--- config.mk ---
export PLATFORM = sky130hd
export DESIGN_NAME = fetch_line_ctrl
export DESIGN_NICKNAME = d
export VERILOG_FILES = /design/src/rtl/fetch_line_ctrl.sv
export SDC_FILE = /design/constraint.sdc
export NUM_CORES = 1
export LEC_CHECK = 0
export CAP_MARGIN = 30
export CORE_MARGIN = 4
export CORE_UTILIZATION = 40
export DETAILED_ROUTE_END_ITERATION = 7
export PLACE_DENSITY = 0.71
export SLEW_MARGIN = 20
export SYNTH_ARGS = -nofsm -noshare
export SYNTH_HDL_FRONTEND = slang
export SYNTH_SLANG_ARGS = --single-unit
--- constraint.sdc ---
create_clock -name clk_i -period 2.45 [get_ports clk_i]
set_clock_uncertainty 0.15 [all_clocks]
set_input_delay 0.245 -clock clk_i [delete_from_list [all_inputs] [get_ports clk_i]]
set_output_delay 0.245 -clock clk_i [all_outputs]
set_load 0.1 [all_outputs]
--- src/rtl/fetch_line_ctrl.sv ---
// Fetch line controller: requests I-cache lines, double-buffers them in
// line_reg / line_bak with one-line prefetch, and steers the PC and line muxes.
`timescale 1ns/1ps
module fetch_line_ctrl #(
    parameter int ICACHE_OFFSET = 4
) (
    input  logic                     clk_i,
    input  logic                     rst_n_i,
    input  logic                     flush_i,
    input  logic                     cache_ready_i,
    input  logic                     cache_valid_i,
    input  logic                     issue_ready_i,
    input  logic [ICACHE_OFFSET-1:0] pc_offset_i,
    output logic                     cache_req_o,
    output logic [1:0]               pc_sel_o,
    output logic [1:0]               line_sel_o,
    output logic                     line_reg_en_o,
    output logic                     line_bak_en_o,
    output logic                     instr_valid_o,
    output logic                     pc_adv_o
);

    localparam logic [1:0] PC_CUR   = 2'd0;
    localparam logic [1:0] PC_LINE  = 2'd2;
    localparam logic [1:0] LS_CACHE = 2'd0;
    localparam logic [1:0] LS_REG   = 2'd1;
    localparam logic [1:0] LS_BAK   = 2'd2;

    typedef enum logic [1:0] {
        S_REQ    = 2'd0,
        S_WAIT   = 2'd1,
        S_STREAM = 2'd2
    } state_e;

    state_e state_q, state_d;
    logic   cur_buf_q, cur_buf_d;
    logic   pf_pend_q, pf_pend_d;
    logic   pf_valid_q, pf_valid_d;
    logic   discard_q, discard_d;

    logic       last_word;
    logic       accept;
    logic       req_fire;
    logic       fill_en;
    logic       fill_buf;
    logic [1:0] buf_sel;

    assign last_word = &pc_offset_i;
    assign accept    = instr_valid_o & issue_ready_i;
    assign pc_adv_o  = accept;
    assign req_fire  = cache_req_o & cache_ready_i;
    assign buf_sel   = cur_buf_q ? LS_BAK : LS_REG;

    // A line arriving from the cache is written into exactly one buffer.
    assign line_reg_en_o = fill_en & ~fill_buf;
    assign line_bak_en_o = fill_en &  fill_buf;

    always_comb begin
        cache_req_o   = 1'b0;
        pc_sel_o      = PC_CUR;
        line_sel_o    = LS_CACHE;
        instr_valid_o = 1'b0;
        fill_en       = 1'b0;
        fill_buf      = cur_buf_q;
        if (!flush_i) begin
            unique case (state_q)
                S_REQ: begin
                    cache_req_o = ~discard_q;
                end
                S_WAIT: begin
                    line_sel_o = buf_sel;
                    if (cache_valid_i && !discard_q) begin
                        line_sel_o    = LS_CACHE;
                        pc_sel_o      = PC_LINE;
                        instr_valid_o = 1'b1;
                        fill_en       = 1'b1;
                    end
                end
                S_STREAM: begin
                    instr_valid_o = 1'b1;
                    line_sel_o    = buf_sel;
                    cache_req_o   = ~pf_pend_q & ~pf_valid_q & ~discard_q;
                    if (cache_valid_i && pf_pend_q && !discard_q) begin
                        fill_en  = 1'b1;
                        fill_buf = ~cur_buf_q;
                    end
                end
                default: begin
                    cache_req_o = 1'b0;
                end
            endcase
        end
    end

    always_comb begin
        state_d    = state_q;
        cur_buf_d  = cur_buf_q;
        pf_pend_d  = pf_pend_q;
        pf_valid_d = pf_valid_q;
        discard_d  = discard_q;
        if (flush_i) begin
            state_d    = S_REQ;
            cur_buf_d  = 1'b0;
            pf_pend_d  = 1'b0;
            pf_valid_d = 1'b0;
            // A response landing in the flush cycle itself retires the outstanding request.
            discard_d  = (discard_q | (state_q == S_WAIT) | pf_pend_q) & ~cache_valid_i;
        end else begin
            if (cache_valid_i && discard_q) begin
                discard_d = 1'b0;
            end
            unique case (state_q)
                S_REQ: begin
                    if (req_fire) begin
                        state_d = S_WAIT;
                    end
                end
                S_WAIT: begin
                    if (fill_en) begin
                        state_d = (accept && last_word) ? S_REQ : S_STREAM;
                    end
                end
                S_STREAM: begin
                    if (req_fire) begin
                        pf_pend_d = 1'b1;
                    end
                    if (fill_en) begin
                        pf_pend_d  = 1'b0;
                        pf_valid_d = 1'b1;
                    end
                    // Leaving the line: a request fired this cycle counts as pending.
                    if (accept && last_word) begin
                        cur_buf_d = ~cur_buf_q;
                        if (pf_valid_d) begin
                            pf_valid_d = 1'b0;
                        end else if (pf_pend_d) begin
                            pf_pend_d = 1'b0;
                            state_d   = S_WAIT;
                        end else begin
                            state_d = S_REQ;
                        end
                    end
                end
                default: begin
                    state_d = S_REQ;
                end
            endcase
        end
    end

    always_ff @(posedge clk_i) begin
        if (!rst_n_i) begin
            state_q    <= S_REQ;
            cur_buf_q  <= 1'b0;
            pf_pend_q  <= 1'b0;
            pf_valid_q <= 1'b0;
            discard_q  <= 1'b0;
        end else begin
            state_q    <= state_d;
            cur_buf_q  <= cur_buf_d;
            pf_pend_q  <= pf_pend_d;
            pf_valid_q <= pf_valid_d;
            discard_q  <= discard_d;
        end
    end

endmodule

==> summary.md, run 1 <==
| Metric | Value |
|---|---|
| Post-Synth Adder-Cell Area | `9.43%` |
| Final setup vio count | `0` |
| Port Buffers | `17` |
| Drt wl/cell | `15.3 um` |
| Minimum clock period | `2.34 ns` |
| Synth top area cells | `dfxtp_1 (23%), ha_1 (9.4%), a21oi_1 (6.6%), nor3b_1 (5.7%), mux2i_1 (3.8%)` |
| Highest Signal Layer | `met4` |
| Reg2reg path depth | `7` |
| Metal3 WL | `60 um` |
| Layout cells sized above 1 | `31.1%` |
| Die H | `44.4 um` |
| Fin. Hold Viols | `0` |
| Dpl ws | `0.116 ns` |
| Syn Inst Count | `66` |
| Worst-path fanout max | `5` |
| Post-cts hold buffer count | `0` |
| GRT Resource Usage Total | `17.7%` |
| Status | `finished, final reports clean` |
| Commonest cells after routing, fill and taps aside | `clkdlybuf4s50_1 (9), buf_12 (8), a21oi_1 (6), buf_4 (6), dfxtp_1 (5)` |
| CP arrival | `2.32 ns` |
| PD cells | `316 nW/um^2` |
| Synth Area in Compound Gates | `18.2%` |
| Post-Syn Area | `531 sq um` |
| GRT Residual Overflow | `0` |
| Worst-path clk slew | `0.05 ns` |
| Yosys warns | `0` |
| Syn Area/Cell | `8.04 sq um` |
| Final worst slack | `0.106 ns` |
| CP required | `2.43 ns` |
| Core box area | `1170 sq um` |
| Die Area | `1970 sq um` |
| DR pass1 iterations | `4` |
| Sequential area share after synthesis | `22.6%` |
| Initial antenna violation count | `0` |
| Post-synthesis mux area share | `3.77%` |
| Final Non-Filler Cells | `104` |
| Dpl cells | `101` |
| IO Count | `19` |
| Synth cell types | `35` |
| # DRC | `0` |
| Row cnt | `12` |
| Slew Limit Fails | `0` |
| Multi-input logic area | `413 sq um` |
| Final Util | `75.5%` |
| Pleak | `0.000330 uW` |
| Startpoint class of the critical path | `flop` |
| CTS Buffer Depth | `2` |
| Fmax | `427 MHz` |
| TritonCTS clock tree | `yes` |
| Crit Path Class | `flop to flop` |
| Post-Synth Simple-Gate Area | `36.8%` |
| Share of Yosys cell area claimed by the top area cell type | `22.6%` |
| Hold Crit Class | `flop to flop` |
| Fillers | `92` |
| Diode count | `0` |
| Total number of vias | `602` |
| Most used DFF post-synth | `dfxtp_1` |
| DRT antenna net count | `0` |
| Initial Util | `45.3%` |
| H-tree lvl count | `1` |
| Inserted Clock Buffers | `3` |
| Met2 routed WL | `800 um` |
| Commonest non-fill, non-tap cell in the layout | `clkdlybuf4s50_1` |
| Syn Nets | `80` |
| Placer Congestion | `0.878` |
| Largest net degree at the start of global routing | `8` |
| Hold Path Depth | `2` |
| Starting DRC count in detailed routing | `9` |
| Root buf cell | `clkbuf_4` |
| Post-synth ARST share | `0%` |
| Post-Synth XOR/XNOR Area | `3.30%` |
| Critical Path End Type | `flop` |
| VDD IR max | `0.247 mV` |
| Synth Register Bits | `6` |
| First-pass GRT wire length | `2640 um` |
| Syn-to-layout area delta | `66.7%` |
| Metal-1 WL | `710 um` |
| Worst-skew pair later-pin latency | `0.24 ns` |
| Period utilisation layout | `95.7%` |
| Largest area contributor in the netlist | `dfxtp_1` |
| Via density | `5.79` |
| Nets | `106` |
| Post-synth EDFFs | `0` |
| Register area | `121 sq um` |
| Detailed Route WL | `1590 um` |
| Clock sinks | `6` |
| Max-Cap Viols | `0` |
| Main combinational cell family by area after synthesis | `simple AND/OR/NAND/NOR gates` |
| Die W | `44.4 um` |
| Vias in the first global route | `626` |
| DP HPWL | `1300 um` |
[cell type report]
class                      count  area share [%]
multi-input combinational     54            46.7
timing repair buffer          23            33.4
sequential                     6            13.7
clock buffer                   3            2.55
tap                           14            1.98
inverter                       4            1.70
[final timing paths]
kind	from	end	slack [ns]
setup / recovery	state_q[1]	state_q[1]	0.11
hold / removal	state_q[0]	state_q[0]	0.34
setup reg to reg	state_q[1]	state_q[1]	0.11
hold reg to reg	state_q[0]	state_q[0]	0.34
[kinds of logic after synthesis]
| family | Yosys count |
|---|---|
| AO/OA/AOI/OAI | 14 |
| XOR/XNOR | 2 |
| adder cells (fa/ha/maj) | 4 |
| buffers and inverters | 6 |
| flip-flops | 6 |
| multiplexers | 2 |
| other | 1 |
| AND/OR/NAND/NOR | 31 |
[timing repair]
| action | in CTS | in global routing |
|---|---|---|
| resized for setup | 0 | 1 |
| endpoints found under the setup margin | 0 | 2 |
| buffers inserted | 0 | 0 |
| endpoints found under the hold margin | 0 | 0 |
[metrics by stage]
step	setup TNS [ns]	area, sq um	hold slack [ns]	total power [uW]
floorplan	-0.498	561	0.171	154
global placement	0	861	0.344	188
detailed placement	0	861	0.361	189
CTS	0	883	0.368	280
global route	-0.0143	885	0.375	294
finish	0	885	0.336	280
[worst max-delay path: stages (launching register included)]
cell	delay, ns
dfxtp_1	0.37
inv_1	0.08
ha_1	0.34
nand2b_4	0.09
a2111o_1	0.43
o31a_1	0.28
a221o_2	0.34
mux2i_1	0.13
[synthesized netlist by cell type (2+ instances only)]
master    count
nand2b_1      3
dfxtp_1       6
inv_1         3
nand2_1       3
ha_1          4
nor3b_1       4
mux2i_1       2
nor3_1        4
a21oi_1       7
and2_1        2
nor2_1        4
[per-layer routing]
metal	GRT usage [%]	vias up
li1	-	287
met1	23.7	288
met2	27.6	25
met3	3.25	2
met4	7.23	0
met5	0	-
[state kept, by name (all words and copies together), names as in the netlist]
name	cells
pf_pend_q	1
pf_valid_q	1
state_q	2
cur_buf_q	1
discard_q	1
[power by group]
| group | leakage (uW) | switching (uW) | internal, uW |
|---|---|---|---|
| combinational | 0.000267 | 47.7 | 38.9 |
| sequential | 0.0000489 | 1.63 | 99.5 |
| clock | 0.0000138 | 36.7 | 55.5 |
| total | 0.000330 | 86.1 | 194 |
Power figures use the tool's default switching activity.
==> inputs of run 2 (changes only) <==
CTS_CLUSTER_DIAMETER = 60   (was not set)
clock period = 2.7 ns   (was 2.45 ns; I/O delays follow)
==> run 2 against run 1 <==
Net effect: via count down 8.0%; cell area is 7.9% lower; count of clock-buffer cells in the layout did not move; wire length down 7.1%; combinational power down 20%; largest cell class unchanged.
==> summary.md, run 2 (synthesis gave the netlist of run 1 again) <==
| Metric | Value |
|---|---|
| Core box area | `1170 sq um` |
| Initial Util | `45.3%` |
| Fin. Hold Viols | `0` |
| Initial antenna violation count | `0` |
| Row cnt | `12` |
| H-tree lvl count | `1` |
| Cell Chain, Critical Path | `inv_1 -> ha_1 -> nand4bb_1 -> nor2_1 -> and2_1 -> buf_12` |
| Post CTS Setup Buffer Count | `0` |
| Sw frac | `31.7%` |
| Vias in the first global route | `551` |
| Dpl cells | `96` |
| Diode count | `0` |
| Comb pwr share | `28.1%` |
| Clock sinks | `6` |
| Drt wl/cell | `14.9 um` |
| DR pass1 iterations | `4` |
| Slowest CP cell | `dfxtp_1` |
| CP arrival | `1.97 ns` |
| Die Area | `1970 sq um` |
| Biggest register | `state_q` |
| Switching power | `78.7 uW` |
| Total number of vias | `554` |
| Worst-path clk slew | `0.05 ns` |
| Port Buffers | `17` |
| Worst-skew pair later-pin latency | `0.25 ns` |
| Die H | `44.4 um` |
| Max reg flops | `2` |
| Max-Cap Viols | `0` |
| Pleak | `0.000294 uW` |
| Worst-path fanout max | `4` |
| Dpl ws | `0.299 ns` |
| Seq pwr share | `36.9%` |
| Internal | `169 uW` |
| Root buf cell | `clkbuf_4` |
| TritonCTS clock tree | `yes` |
| CP bufs+invs | `2` |
| Startpoint class of the critical path | `flop` |
| Hold Crit Class | `flop to flop` |
| GRT Residual Overflow | `0` |
| Fmax | `419 MHz` |
| Minimum clock period | `2.39 ns` |
| Final Non-Filler Cells | `99` |
| PD cells | `305 nW/um^2` |
| Critical Path End Type | `output pin` |
| CP required | `2.28 ns` |
| DRT antenna net count | `0` |
| Die W | `44.4 um` |
| RSZ-0062 raised after global routing | `false` |
| Syn-to-layout area delta | `53.5%` |
| Nets | `101` |
| VDD IR max | `0.284 mV` |
| Inserted Clock Buffers | `3` |
| Commonest non-fill, non-tap cell in the layout | `clkdlybuf4s50_1` |
| Period utilisation layout | `88.4%` |
| Commonest cells after routing, fill and taps aside | `clkdlybuf4s50_1 (9), a21oi_1 (6), dfxtp_1 (6), buf_12 (6)` |
| IO Count | `19` |
| First-pass GRT wire length | `2440 um` |
| DP HPWL | `1130 um` |
| Clk network pwr share | `34.9%` |
| GRT Resource Usage Total | `16.6%` |
| Final setup vio count | `0` |
| Slew Limit Fails | `0` |
| Starting DRC count in detailed routing | `21` |
| Largest delay share family, worst path | `simple AND/OR/NAND/NOR gates` |
| Crit Path Class | `flop to output pin` |
| Detailed Route WL | `1470 um` |
| # DRC | `0` |
| Layout cells sized above 1 | `25.9%` |
| Via density | `5.60` |
| R2R Setup Slk | `0.36 ns` |
| Final worst slack | `0.314 ns` |
| Status | `finished, final reports clean` |
| CTS Buffer Depth | `2` |
| Slowest stage delay, CP | `0.39 ns` |
| Post-cts resize count | `0` |
| Largest net degree at the start of global routing | `9` |
| Post-cts hold buffer count | `0` |
| Placer Congestion | `0.877` |
run 2: cell type report:
| class | instances | area [sq um] |
|---|---|---|
| multi-input combinational | 54 | 407 |
| fill | 94 | 357 |
| timing repair buffer | 18 | 233 |
| sequential | 6 | 120 |
| clock buffer | 3 | 22.5 |
| tap | 14 | 17.5 |
| inverter | 4 | 15.0 |
run 2: power by group through the flow:
stage	Combinational, uW	Clock [uW]	Sequential, uW
after floorplan	46.0	0	92.8
after global placement	69.0	0	93.1
after detailed placement	69.1	0	93.2
after CTS	69.3	87.5	91.6
after global routing	73.7	91.5	91.8
final	69.7	86.7	91.7
run 2: stage by stage:
step           total power (uW)  hold WS [ns]  utilization (%)  TNS [ns]  instance area [sq um]
6_report                    248         0.364             69.6         0                    815
5_1_grt                     257         0.406             69.6         0                    815
4_1_cts                     248         0.362             69.6         0                    815
3_5_place_dp                162         0.352             67.6         0                    792
3_3_place_gp                162         0.343             67.6         0                    792
2_1_floorplan               139         0.196                -    -0.273                    554
run 2: path summary, 6_finish.rpt:
kind               from       endpoint  cells after the start
max          state_q[0]  line_bak_en_o                      6
min          state_q[0]     state_q[0]                      2
max reg2reg  state_q[1]     state_q[1]                      7
min reg2reg  state_q[0]     state_q[0]                      2
run 2: metal layers:
layer	track usage [%]	up-vias	part of all wire (%)
met5	0	-	0
met4	8.43	0	1.8
met3	2.44	5	4.8
met2	27.9	18	49
met1	20.4	257	45
li1	-	274	-
run 2: tightest hold or removal path: stages, from the launching register on:
cell	delay, ns
dfxtp_1	0.34
nand2_1	0.07
mux2i_1	0.06
==> inputs of run 3 (changes only) <==
PLACE_DENSITY = not set   (was 0.71)
PLACE_DENSITY_LB_ADDON = 0.1   (was not set)
==> run 3 against run 2 <==
Net effect: via count grew 3.4%; first-iteration DRC count shrank 62%; setup slack gained 0.056 ns; critical path depth grew 1; combinational power is essentially flat; clock power shrank 1%; cell area is the same; fmax grew 2.4%; count of clock-buffer cells in the layout is the same; non-clock buffer count is the same; critical path type is now flop to flop.
==> summary.md, run 3 (synthesis gave the netlist of run 1 again) <==
| Metric | Value |
|---|---|
| Status | `finished, final reports clean` |
| H-tree lvl count | `1` |
| First-pass GRT wire length | `2520 um` |
| TritonCTS clock tree | `yes` |
| Fmax | `429 MHz` |
| GRT Residual Overflow | `0` |
| Die H | `44.4 um` |
| DRT antenna net count | `0` |
| Final Non-Filler Cells | `99` |
| Slew Limit Fails | `0` |
| Hold_sp | `state_q[1]` |
| Commonest non-fill, non-tap cell in the layout | `clkdlybuf4s50_1` |
| Final setup vio count | `0` |
| DR pass1 iterations | `4` |
| Total power | `247 uW` |
| Initial antenna violation count | `0` |
| Critical Path End Type | `flop` |
| IO Count | `19` |
| DP HPWL | `1180 um` |
| Worst-skew pair later-pin latency | `0.25 ns` |
| Biggest register | `state_q` |
| Commonest cells after routing, fill and taps aside | `clkdlybuf4s50_1 (9), a21oi_1 (6), dfxtp_1 (6), buf_12 (6)` |
| Core box area | `1170 sq um` |
| Via density | `5.79` |
| Minimum clock period | `2.33 ns` |
| Worst reg2reg startpoint | `state_q[1]` |
| Detailed Route WL | `1450 um` |
| # DRC | `0` |
| Fin. Hold Viols | `0` |
| Pleak | `0.000294 uW` |
| Worst-path fanout max | `7` |
| Nets | `101` |
| Die Area | `1970 sq um` |
| Dpl cells | `96` |
| Cell Chain, Critical Path | `inv_1 -> ha_1 -> nand3b_1 -> a2111o_1 -> o31a_1 -> a221o_2 -> mux2i_1` |
| Largest delay share family, worst path | `compound AO/OA/AOI/OAI gates` |
| GRT Resource Usage Total | `17.4%` |
| CP bufs+invs | `1` |
| Inserted Clock Buffers | `3` |
| Initial Util | `45.3%` |
| Grt met2 use | `28.5%` |
| Met3 usage | `2.44%` |
| Vias in the first global route | `552` |
| Post-cts hold buffer count | `0` |
| Startpoint class of the critical path | `flop` |
| Post CTS Setup Buffer Count | `0` |
| CP required | `2.69 ns` |
| Slowest CP cell | `a2111o_1` |
| Final Util | `69.6%` |
| Worst-path clk slew | `0.05 ns` |
| PD cells | `303 nW/um^2` |
| VDD IR max | `0.264 mV` |
| Diode count | `0` |
| Clock sinks | `6` |
| Hold Crit Class | `flop to flop` |
| Total number of vias | `573` |
| Largest net degree at the start of global routing | `9` |
| Max-Cap Viols | `0` |
| CP arrival | `2.32 ns` |
| Root buf cell | `clkbuf_4` |
| Max reg flops | `2` |
| Crit Path Class | `flop to flop` |
| Busiest grt layer | `met2` |
| Row cnt | `12` |
| Fin Hold WS | `0.364 ns` |
| Layout cells sized above 1 | `25.9%` |
| Period utilisation layout | `86.3%` |
| Die W | `44.4 um` |
| Worst Setup SP | `state_q[1]` |
| Sum Neg Setup Slack | `0 ns` |
| Port Buffers | `17` |
| Post-cts resize count | `0` |
| CTS Buffer Depth | `2` |
| Placer Congestion | `0.897` |
| Drt wl/cell | `14.6 um` |
| Starting DRC count in detailed routing | `8` |
| Met1 usage | `21.8%` |
| RSZ-0062 raised after global routing | `false` |
| Slowest stage delay, CP | `0.46 ns` |
| Syn-to-layout area delta | `53.5%` |
[run 3: cell counts in the layout (fill, tap and decap cells not counted)]
No cell type changed its count.
[run 3: final timing paths]
check	end	slack, ns	depth (start not counted)
worst max-delay path	state_q[1]	0.37	7
worst min-delay path	state_q[1]	0.36	2
worst max register to register	state_q[1]	0.37	7
worst min register to register	state_q[1]	0.36	2
[run 3: per-layer routing]
| layer | vias to the layer above | share of wire, % |
|---|---|---|
| li1 | 282 | - |
| met1 | 259 | 46 |
| met2 | 24 | 46 |
| met3 | 8 | 5.2 |
| met4 | 0 | 2.6 |
| met5 | - | 0 |
[run 3: power breakdown]
part	total, uW	switching, uW	internal (uW)
sequential	91.6	1.52	90.1
combinational	69.4	40.6	28.8
clock	85.7	35.2	50.5
[run 3: worst reg2reg max path, delay by kind of cell, from the launching register on]
kind,cells,cell delay (ns)
multiplexers,1,0.12
buffers and inverters,1,0.09
flip-flops,1,0.34
AND/OR/NAND/NOR,1,0.15
adder cells (fa/ha/maj),1,0.29
AO/OA/AOI/OAI,3,1.07
[run 3: layout make-up]
class | instances | area (sq um)
Multi-Input combinational cell | 54 | 407
Fill cell | 100 | 357
Timing Repair Buffer | 18 | 233
Sequential cell | 6 | 120
Clock buffer | 3 | 22.5
Tap cell | 14 | 17.5
Inverter | 4 | 15.0
[run 3: metrics by stage]
stage	setup slack (ns)	area (sq um)
after floorplan	-0.273	554
after global placement	0.321	792
after detailed placement	0.280	792
after CTS	0.368	815
after global routing	0.231	815
final	0.370	815
